<file path="config.mk">
export PLATFORM = sky130hd
export DESIGN_NAME = branch_ctrl
export DESIGN_NICKNAME = d
export VERILOG_FILES = /design/src/rtl/branch_ctrl.sv
export SDC_FILE = /design/constraint.sdc
export NUM_CORES = 1
export LEC_CHECK = 0
export CAP_MARGIN = 5
export CORE_MARGIN = 4
export CORE_UTILIZATION = 30
export CTS_CLUSTER_SIZE = 8
export DETAILED_ROUTE_END_ITERATION = 8
export PLACE_DENSITY_LB_ADDON = 0.05
export RECOVER_POWER = 100
export SKIP_CTS_REPAIR_TIMING = 1
export SYNTH_ARGS = -nofsm -noshare
export SYNTH_HDL_FRONTEND = slang
export SYNTH_SLANG_ARGS = --single-unit
</file>
<file path="constraint.sdc">
create_clock -name clk -period 5.4 [get_ports clk]
set_clock_uncertainty 0.1 [all_clocks]
set_input_delay 1.08 -clock clk [delete_from_list [all_inputs] [get_ports clk]]
set_output_delay 1.08 -clock clk [all_outputs]
set_load 0.01 [all_outputs]
</file>
<file path="src/rtl/branch_ctrl.sv">
// branch_ctrl: ID-stage branch resolution for the 16-bit pipelined core.
// Evaluates B/BR conditions against the committed {Z,V,N} flags, redirects
// the PC and flushes IF/ID on a taken branch, stalls the front end while an
// older EX/MEM instruction is about to change the flags or the BR source
// register, detects HLT, and keeps three saturating performance counters.
//
// Ports:
//   clk, rst              clock (rising edge), synchronous active-high reset
//   id_valid, id_instr    instruction currently in ID
//   id_pc_plus2           PC+2 of the ID instruction (base for B targets)
//   id_rs_data            bypassed read of id_instr[7:4] (BR target)
//   ex_instr              instruction in EX (flag-writer detection)
//   ex_reg_wr, ex_rd      EX register write-back
//   mem_reg_wr, mem_rd    MEM register write-back
//   flags                 committed {Z,V,N}
//   stall                 hold PC and IF/ID, bubble into ID/EX (same cycle)
//   pc_redirect           load pc_target into PC (same cycle)
//   pc_target             computed branch target
//   flush_ifid            squash IF/ID at the next edge (same cycle)
//   halt                  core halted (registered)
//   br_cnt, taken_cnt     resolved / taken branches (registered, saturating)
//   stall_cnt             branch-hazard stall cycles (registered, saturating)
module branch_ctrl #(
    parameter int unsigned CNT_W     = 16,
    parameter logic [15:0] NOP_INSTR = 16'h4000
) (
    input  logic             clk,
    input  logic             rst,
    input  logic             id_valid,
    input  logic [15:0]      id_instr,
    input  logic [15:0]      id_pc_plus2,
    input  logic [15:0]      id_rs_data,
    input  logic [15:0]      ex_instr,
    input  logic             ex_reg_wr,
    input  logic [3:0]       ex_rd,
    input  logic             mem_reg_wr,
    input  logic [3:0]       mem_rd,
    input  logic [2:0]       flags,
    output logic             stall,
    output logic             pc_redirect,
    output logic [15:0]      pc_target,
    output logic             flush_ifid,
    output logic             halt,
    output logic [CNT_W-1:0] br_cnt,
    output logic [CNT_W-1:0] taken_cnt,
    output logic [CNT_W-1:0] stall_cnt
);

    localparam int unsigned OP_W = 4;
    localparam logic [OP_W-1:0] OP_B   = 4'hC;
    localparam logic [OP_W-1:0] OP_BR  = 4'hD;
    localparam logic [OP_W-1:0] OP_HLT = 4'hF;
    localparam logic [OP_W-1:0] OP_LAST_FLAG_WRITER = 4'h2;

    typedef enum logic [1:0] {
        IDLE   = 2'd0,
        WAIT   = 2'd1,
        HALTED = 2'd2
    } state_t;

    state_t state;

    logic [OP_W-1:0] id_op;
    logic [OP_W-1:0] ex_op;
    logic [2:0]      ccc;
    logic [3:0]      rs;
    logic            flag_z, flag_v, flag_n;
    logic            is_b, is_brr, is_br, is_hlt;
    logic            cond_true;
    logic            flag_hazard, reg_hazard, hazard;
    logic [15:0]     b_off;
    logic            resolve_c;
    logic            stall_c;
    logic            count_stall_c;

    assign id_op  = id_instr[15:12];
    assign ex_op  = ex_instr[15:12];
    assign ccc    = id_instr[11:9];
    assign rs     = id_instr[7:4];
    assign flag_z = flags[2];
    assign flag_v = flags[1];
    assign flag_n = flags[0];

    assign is_b   = id_valid && (id_op == OP_B);
    assign is_brr = id_valid && (id_op == OP_BR);
    assign is_br  = is_b || is_brr;
    assign is_hlt = id_valid && (id_op == OP_HLT);

    // Branch condition decode
    always_comb begin
        cond_true = 1'b0;
        case (ccc)
            3'b000:  cond_true = !flag_z;
            3'b001:  cond_true = flag_z;
            3'b010:  cond_true = !flag_z && !flag_n;
            3'b011:  cond_true = flag_n;
            3'b100:  cond_true = flag_z || (!flag_z && !flag_n);
            3'b101:  cond_true = flag_z || flag_n;
            3'b110:  cond_true = flag_v;
            default: cond_true = 1'b1;
        endcase
    end

    // Unconditional branches never wait on flags; bubbles never write flags
    assign flag_hazard = (ccc != 3'b111)
                      && (ex_instr != 16'h0000)
                      && (ex_instr != NOP_INSTR)
                      && (ex_op <= OP_LAST_FLAG_WRITER);

    // r0 is hard-wired, so a write to it can never change the BR source
    assign reg_hazard = is_brr && (rs != 4'd0)
                     && ((ex_reg_wr && (ex_rd == rs))
                      || (mem_reg_wr && (mem_rd == rs)));

    assign hazard = flag_hazard || reg_hazard;

    // Target: sign-extended word offset for B, register value for BR
    assign b_off     = {{6{id_instr[8]}}, id_instr[8:0], 1'b0};
    assign pc_target = (id_op == OP_BR) ? id_rs_data : (id_pc_plus2 + b_off);

    // Same-cycle resolve/stall decode; reset masks everything
    always_comb begin
        resolve_c     = 1'b0;
        stall_c       = 1'b0;
        count_stall_c = 1'b0;
        if (!rst) begin
            case (state)
                IDLE, WAIT: begin
                    if (is_br) begin
                        if (hazard) begin
                            stall_c       = 1'b1;
                            count_stall_c = 1'b1;
                        end else begin
                            resolve_c = 1'b1;
                        end
                    end
                end
                HALTED:  stall_c = 1'b1;
                default: stall_c = 1'b0;
            endcase
        end
    end

    assign stall       = stall_c;
    assign pc_redirect = resolve_c && cond_true;
    assign flush_ifid  = resolve_c && cond_true;
    assign halt        = (state == HALTED);

    // State register and saturating counters
    always_ff @(posedge clk) begin
        if (rst) begin
            state     <= IDLE;
            br_cnt    <= '0;
            taken_cnt <= '0;
            stall_cnt <= '0;
        end else begin
            case (state)
                IDLE: begin
                    if (is_br && hazard)
                        state <= WAIT;
                    else if (is_hlt)
                        state <= HALTED;
                end
                // Leaving WAIT without a branch in ID drops it unresolved
                WAIT: begin
                    if (!(is_br && hazard))
                        state <= IDLE;
                end
                HALTED:  state <= HALTED;
                default: state <= IDLE;
            endcase

            if (resolve_c && (br_cnt != '1))
                br_cnt <= br_cnt + CNT_W'(1);
            if (resolve_c && cond_true && (taken_cnt != '1))
                taken_cnt <= taken_cnt + CNT_W'(1);
            if (count_stall_c && (stall_cnt != '1))
                stall_cnt <= stall_cnt + CNT_W'(1);
        end
    end

endmodule

</file>
==> results of run 1 <==
-- report_power, final --
group | total [mW] | internal [mW] | switching (mW)
Sequential | 0.370 | 0.369 | 0.000740
Clock | 0.302 | 0.169 | 0.132
Combinational | 0.236 | 0.133 | 0.103
-- stage by stage --
| stage | std cells | worst slack (ns) |
|---|---|---|
| 2_1_floorplan | 454 | 1.207 |
| 3_3_place_gp | 731 | 0.1086 |
| 3_5_place_dp | 731 | 0.09055 |
| 4_1_cts | 738 | 0.08109 |
| 5_1_grt | 739 | 0.01222 |
| 6_report | 739 | 0.1704 |
-- registers in the layout, indices dropped and copies added (netlist names) --
| register | count |
|---|---|
| stall_cnt | 16 |
| state | 2 |
| br_cnt | 16 |
| taken_cnt | 16 |
-- final cells by class --
class                      count  area, µm²  share of cell area (%)
clock buffer                   6      128.9                   2.462
clock inverter                 1      7.507                  0.1434
inverter                      12      45.04                  0.8606
multi-input combinational    374       2365                   45.18
sequential                    50       1001                   19.13
tap                          143      178.9                   3.419
timing repair buffer         153       1508                   28.81
-- cells by family after synthesis --
| family | Yosys count | synth area share [%] |
|---|---|---|
| flip-flops | 50 | 28.28 |
| XOR/XNOR | 44 | 10.89 |
| multiplexers | 6 | 1.838 |
| adder cells (fa/ha/maj) | 18 | 6.575 |
| buffers and inverters | 30 | 4.065 |
| AO/OA/AOI/OAI | 90 | 15.48 |
| AND/OR/NAND/NOR | 216 | 32.87 |
-- critical path, cell delays in order --
cell and delay (ns):
clkdlybuf4s50_1 0.46, ha_1 0.17, inv_1 0.06, fa_1 0.39
nand2b_1 0.17, a21boi_2 0.16, o21a_1 0.24, o2111ai_2 0.16
a221o_1 0.36, xnor2_1 0.13, a21oi_1 0.13, clkdlybuf4s50_1 0.55
-- cell usage in the layout (no fill, tap or decap), drive strengths merged, types with 4 or more instances in the layout --
master / netlist / layout
a21o: 5 / 5
a21oi: 31 / 31
and3: 6 / 6
buf: 6 / 6
clkbuf: 12 / 7
clkdlybuf4s50: 0 / 78
dfxtp: 50 / 50
dlygate4sd3: 0 / 68
ha: 17 / 17
inv: 12 / 12
mux2: 4 / 4
nand2: 33 / 33
nand2b: 4 / 4
nand3: 38 / 38
nand4: 19 / 19
nor2: 56 / 56
nor2b: 7 / 7
nor3: 10 / 10
nor4: 12 / 12
o21a: 4 / 4
o21ai: 26 / 26
o31ai: 8 / 8
or3: 12 / 12
or4: 6 / 6
xnor2: 11 / 11
xor2: 33 / 33
-- final timing paths --
check	slack (ns)	end	cells after the start
min	0.41	stall_cnt[5]$_SDFFE_PP0P_	2
max	0.17	pc_target[15]	12
min reg2reg	0.41	stall_cnt[5]$_SDFFE_PP0P_	2
max reg2reg	2.28	taken_cnt[14]$_SDFFE_PP0P_	8
-- per-layer routing --
metal	global-route usage, %	vias up	part of all wire [%]
li1	-	1930	-
met1	21.54	1692	46
met2	26.70	71	49
met3	3.212	4	4.4
met4	2.523	0	0.48
met5	0	-	0
==> impl_metrics.json, run 1 <==
{
  "status": "complete, no violations",
  "crit_arrival_ns": 4.05,
  "path_max_fanout": 4,
  "total_power_mw": 0.9072,
  "crit_type": "primary input to primary output",
  "synth_area_leaders": "dfxtp_1, xor2_1, ha_1, nor2_1, nand3_1",
  "vias_per_cell": 5.003,
  "place_congestion": 0.7785,
  "grt_usage_pct": 15.90,
  "syn_area_um2": 3540,
  "ir_drop_mv": 0.1624,
  "holdWs_ns": 0.4056,
  "worst_pin_slew_ns": 1.184,
  "worstSetupEndpointType": "primary output",
  "synth-edff-count": 0,
  "wirelength_um": 11020,
  "start_kind": "primary input",
  "io_pins": 148,
  "htreeDepth": 2,
  "hold_start": "stall_cnt[5]$_SDFFE_PP0P_",
  "postSynthAreaPerCell_um2": 7.797,
  "antenna_found_initial": 0,
  "syn-num-nets": 552,
  "min_period_over_period_pct": 96.85,
  "clk_path_buf_depth": 2,
  "grt_max_degree": 55,
  "synth_ff_type": "dfxtp_1",
  "relSlewSlack_pct": 19.97,
  "rows": 39,
  "area_growth_pct": 47.86,
  "synth.most_common_cell": "nor2_1",
  "synthCells": 454,
  "wire_per_inst_um": 14.91,
  "clk_pin_slew_ns": 0.07,
  "io_buffers": 147,
  "cts_tree": "yes",
  "dieArea_um2": 13600,
  "pwr_density_cell_nw_per_um2": 173.3,
  "nets": 694,
  "dr.pass1.iters": 4,
  "start_util_pct": 30.87,
  "core_area_um2": 11470,
  "setup_viol": 0,
  "die_x_um": 116.6,
  "hold_viol": 0,
  "stdcell_area_um2": 5234,
  "numCtsBuffers": 5,
  "first_global_vias": 3472,
  "clock_sinks": 50,
  "vias": 3697,
  "ant_nets": 0,
  "worst_skew_pair.late_latency_ns": 0.28,
  "required_ns": 4.22,
  "period_minus_slack_ns": 5.230,
  "fill_cells": 1198,
  "yosys.area.top_type": "dfxtp_1",
  "synth_cell_types": 49,
  "crit_start": "id_instr[0]",
  "first_iter_violations": 174,
  "utilization_pct": 45.64,
  "slew_violations": 0,
  "cap_violations": 0,
  "fin_setup_tns_ns": 0,
  "placed_area_um2": 5124,
  "reg2reg_from": "state[1]$_SDFFE_PP0P_",
  "antennaDiodeCount": 0,
  "overflow": 0,
  "grt_pass1_wl_um": 17380,
  "root_buffer": "clkbuf_16",
  "yosysTopAreaCellShare_pct": 28.28,
  "synth_commonest_cells": "nor2_1, dfxtp_1, nand3_1",
  "async_flop_share_pct": 0,
  "rsz0062_at_grt": "false",
  "yosys_warnings": 0,
  "min_path_type": "flop to flop",
  "clock.fmax_mhz": 191.2,
  "ys_seq_area_share_pct": 28.28,
  "dpl.hpwl_um": 8818,
  "drive_above_1_share_pct": 3.691,
  "drc": 0,
  "ys_seq_elements": 50,
  "p_leak_nw": 2.053,
  "die_h_um": 116.6
}
(Power assumes the default switching activity.)
==> run 2, diff against run 1 <==
CORE_UTILIZATION = 47   (was 30)
==> run 2 against run 1 <==
The run now ends with capacitance limit, slew limit left; non-clock buffer count decreased by 1; core utilization increased by 24 points; critical path depth unchanged; die area fell by 34%; global-route usage up 6.9 points; clock power decreased by 28%; critical endpoint unchanged; largest cell class unchanged.
==> impl_metrics.json, run 2 (synthesized netlist as in run 1, its figures left out) <==
{
  "start_util_pct": 48.54,
  "clk_path_buf_depth": 2,
  "relSlewSlack_pct": -57.01,
  "ant_nets": 0,
  "die_h_um": 94.78,
  "dpl.hpwl_um": 8315,
  "grt_usage_pct": 22.85,
  "io_buffers": 147,
  "numCtsBuffers": 5,
  "p_seq_share_pct": 45.0,
  "grt_pass1_wl_um": 16550,
  "drive_above_1_share_pct": 3.361,
  "setup_ws_ns": 0.1320,
  "clock_sinks": 50,
  "cell_internal_pwr_mw": 0.5916,
  "ir_drop_mv": 0.08501,
  "p_leak_nw": 2.015,
  "core_area_um2": 7292,
  "fill_cells": 673,
  "area_growth_pct": 44.11,
  "crit_type": "primary input to primary output",
  "cp_slowest_cell": "clkdlybuf4s50_1",
  "status": "finished with violations",
  "min_path_type": "flop to flop",
  "p_comb_share_pct": 28.6,
  "worst_skew_pair.late_latency_ns": 0.30,
  "pwr_density_cell_nw_per_um2": 161.1,
  "wire_per_inst_um": 15.03,
  "io_pins": 148,
  "drc": 0,
  "overflow": 0,
  "grt_max_degree": 55,
  "top_regs": "br_cnt (16), stall_cnt (16), taken_cnt (16)",
  "antennaDiodeCount": 0,
  "crit_path_max_incr_delay_ns": 0.57,
  "cts_tree": "yes",
  "first_iter_violations": 149,
  "dp_slack_ns": 0.03927,
  "path_max_fanout": 3,
  "busiest_layer": "met2",
  "met3_usage_pct": 4.781,
  "htreeDepth": 2,
  "clk_pin_slew_ns": 0.10,
  "hold_viol": 0,
  "mostFrequentLayoutCells": "clkdlybuf4s50_1, dlygate4sd3_1, nor2_1",
  "worstSetupEndpointType": "primary output",
  "dieArea_um2": 8983,
  "cp_common_cell": "clkdlybuf4s50_1",
  "clock.fmax_mhz": 189.8,
  "vias_per_cell": 5.490,
  "failed_checks": "capacitance limit, slew limit",
  "dr.pass1.iters": 4,
  "period_minus_slack_ns": 5.268,
  "rows": 31,
  "power_switching_share_pct": 28.01,
  "first_global_vias": 3672,
  "use_met2_pct": 41.05,
  "worst_pin_slew_ns": 2.355,
  "p_switching_mw": 0.2302,
  "path_cells": "clkdlybuf4s50_1, ha_1, inv_1, fa_1, nand2b_1, a21boi_1, o21a_1, o2111ai_2, a221o_1, xnor2_1, a21oi_1, clkdlybuf4s50_1",
  "grt_use_met1_pct": 26.61,
  "start_kind": "primary input",
  "clkPwrFrac_pct": 26.4,
  "stdcell_area_um2": 5101,
  "setup_viol": 0,
  "wirelength_um": 10430,
  "fin_setup_tns_ns": 0,
  "holdWs_ns": 0.4120,
  "cap_violations": 1,
  "crit_arrival_ns": 4.09,
  "slew_violations": 55,
  "vias": 3810,
  "final_common_cell": "clkdlybuf4s50_1",
  "die_x_um": 94.78,
  "root_buffer": "clkbuf_8",
  "placed_area_um2": 5061,
  "place_congestion": 0.8547,
  "required_ns": 4.22,
  "min_period_over_period_pct": 97.56,
  "nets": 693,
  "antenna_found_initial": 0
}
-- run 2: cell count changes in the layout (fill, tap and decap cells not counted), sizes merged --
cell / change
clkinv: +1
clkinvlp: -1
buf: -2
clkdlybuf4s50: +3
dlygate4sd3: -3
inv: +1
-- run 2: metrics by stage --
step	instances	total power, mW	util (%)
detailed placement	686	0.6195	69.41
global route	694	0.8612	69.96
floorplan	454	0.4884	-
CTS	693	0.8360	70.54
finish	694	0.8218	69.96
global placement	686	0.6152	69.41
-- run 2: worst paths after layout --
check        depth (start not counted)                    endpoint  slack [ns]                       start
max                                 12               pc_target[15]        0.13                 id_instr[0]
min                                  2  taken_cnt[15]$_SDFFE_PP0P_        0.41  taken_cnt[15]$_SDFFE_PP0P_
max reg2reg                          8  taken_cnt[12]$_SDFFE_PP0P_        2.10       state[1]$_SDFFE_PP0P_
min reg2reg                          2  taken_cnt[15]$_SDFFE_PP0P_        0.41  taken_cnt[15]$_SDFFE_PP0P_
-- run 2: power by group through the flow --
stage / Clock [mW] / Combinational, mW / Sequential (mW)
6_report: 0.217 / 0.235 / 0.369
5_1_grt: 0.235 / 0.256 / 0.370
4_1_cts: 0.223 / 0.243 / 0.370
3_5_place_dp: 0 / 0.241 / 0.378
3_3_place_gp: 0 / 0.237 / 0.378
2_1_floorplan: 0 / 0.110 / 0.378
-- run 2: routing by layer --
layer  part of all wire, %  vias up
met3                   5.0       20
li1                      -     1928
met5                     0        -
met1                    41     1769
met2                    51       93
met4                   2.6        0
-- run 2: layout make-up --
class | count | area [µm²] | share of cell area, %
Clock buffer | 5 | 68.82 | 1.349
Clock inverter | 2 | 13.76 | 0.2698
Inverter | 12 | 45.04 | 0.8830
Multi-Input combinational cell | 374 | 2352 | 46.11
Sequential cell | 50 | 1001 | 19.62
Tap cell | 99 | 123.9 | 2.428
Timing Repair Buffer | 152 | 1496 | 29.34
-- run 2: worst max-delay path, delay by kind of cell --
family	cells	cell delay [ns]
buffers and inverters	3	1.09
AOI/OAI and AO/OA	5	1.08
and+or+nand+nor	1	0.16
adders and majority gates	2	0.55
xor gates and xnor gates	1	0.13
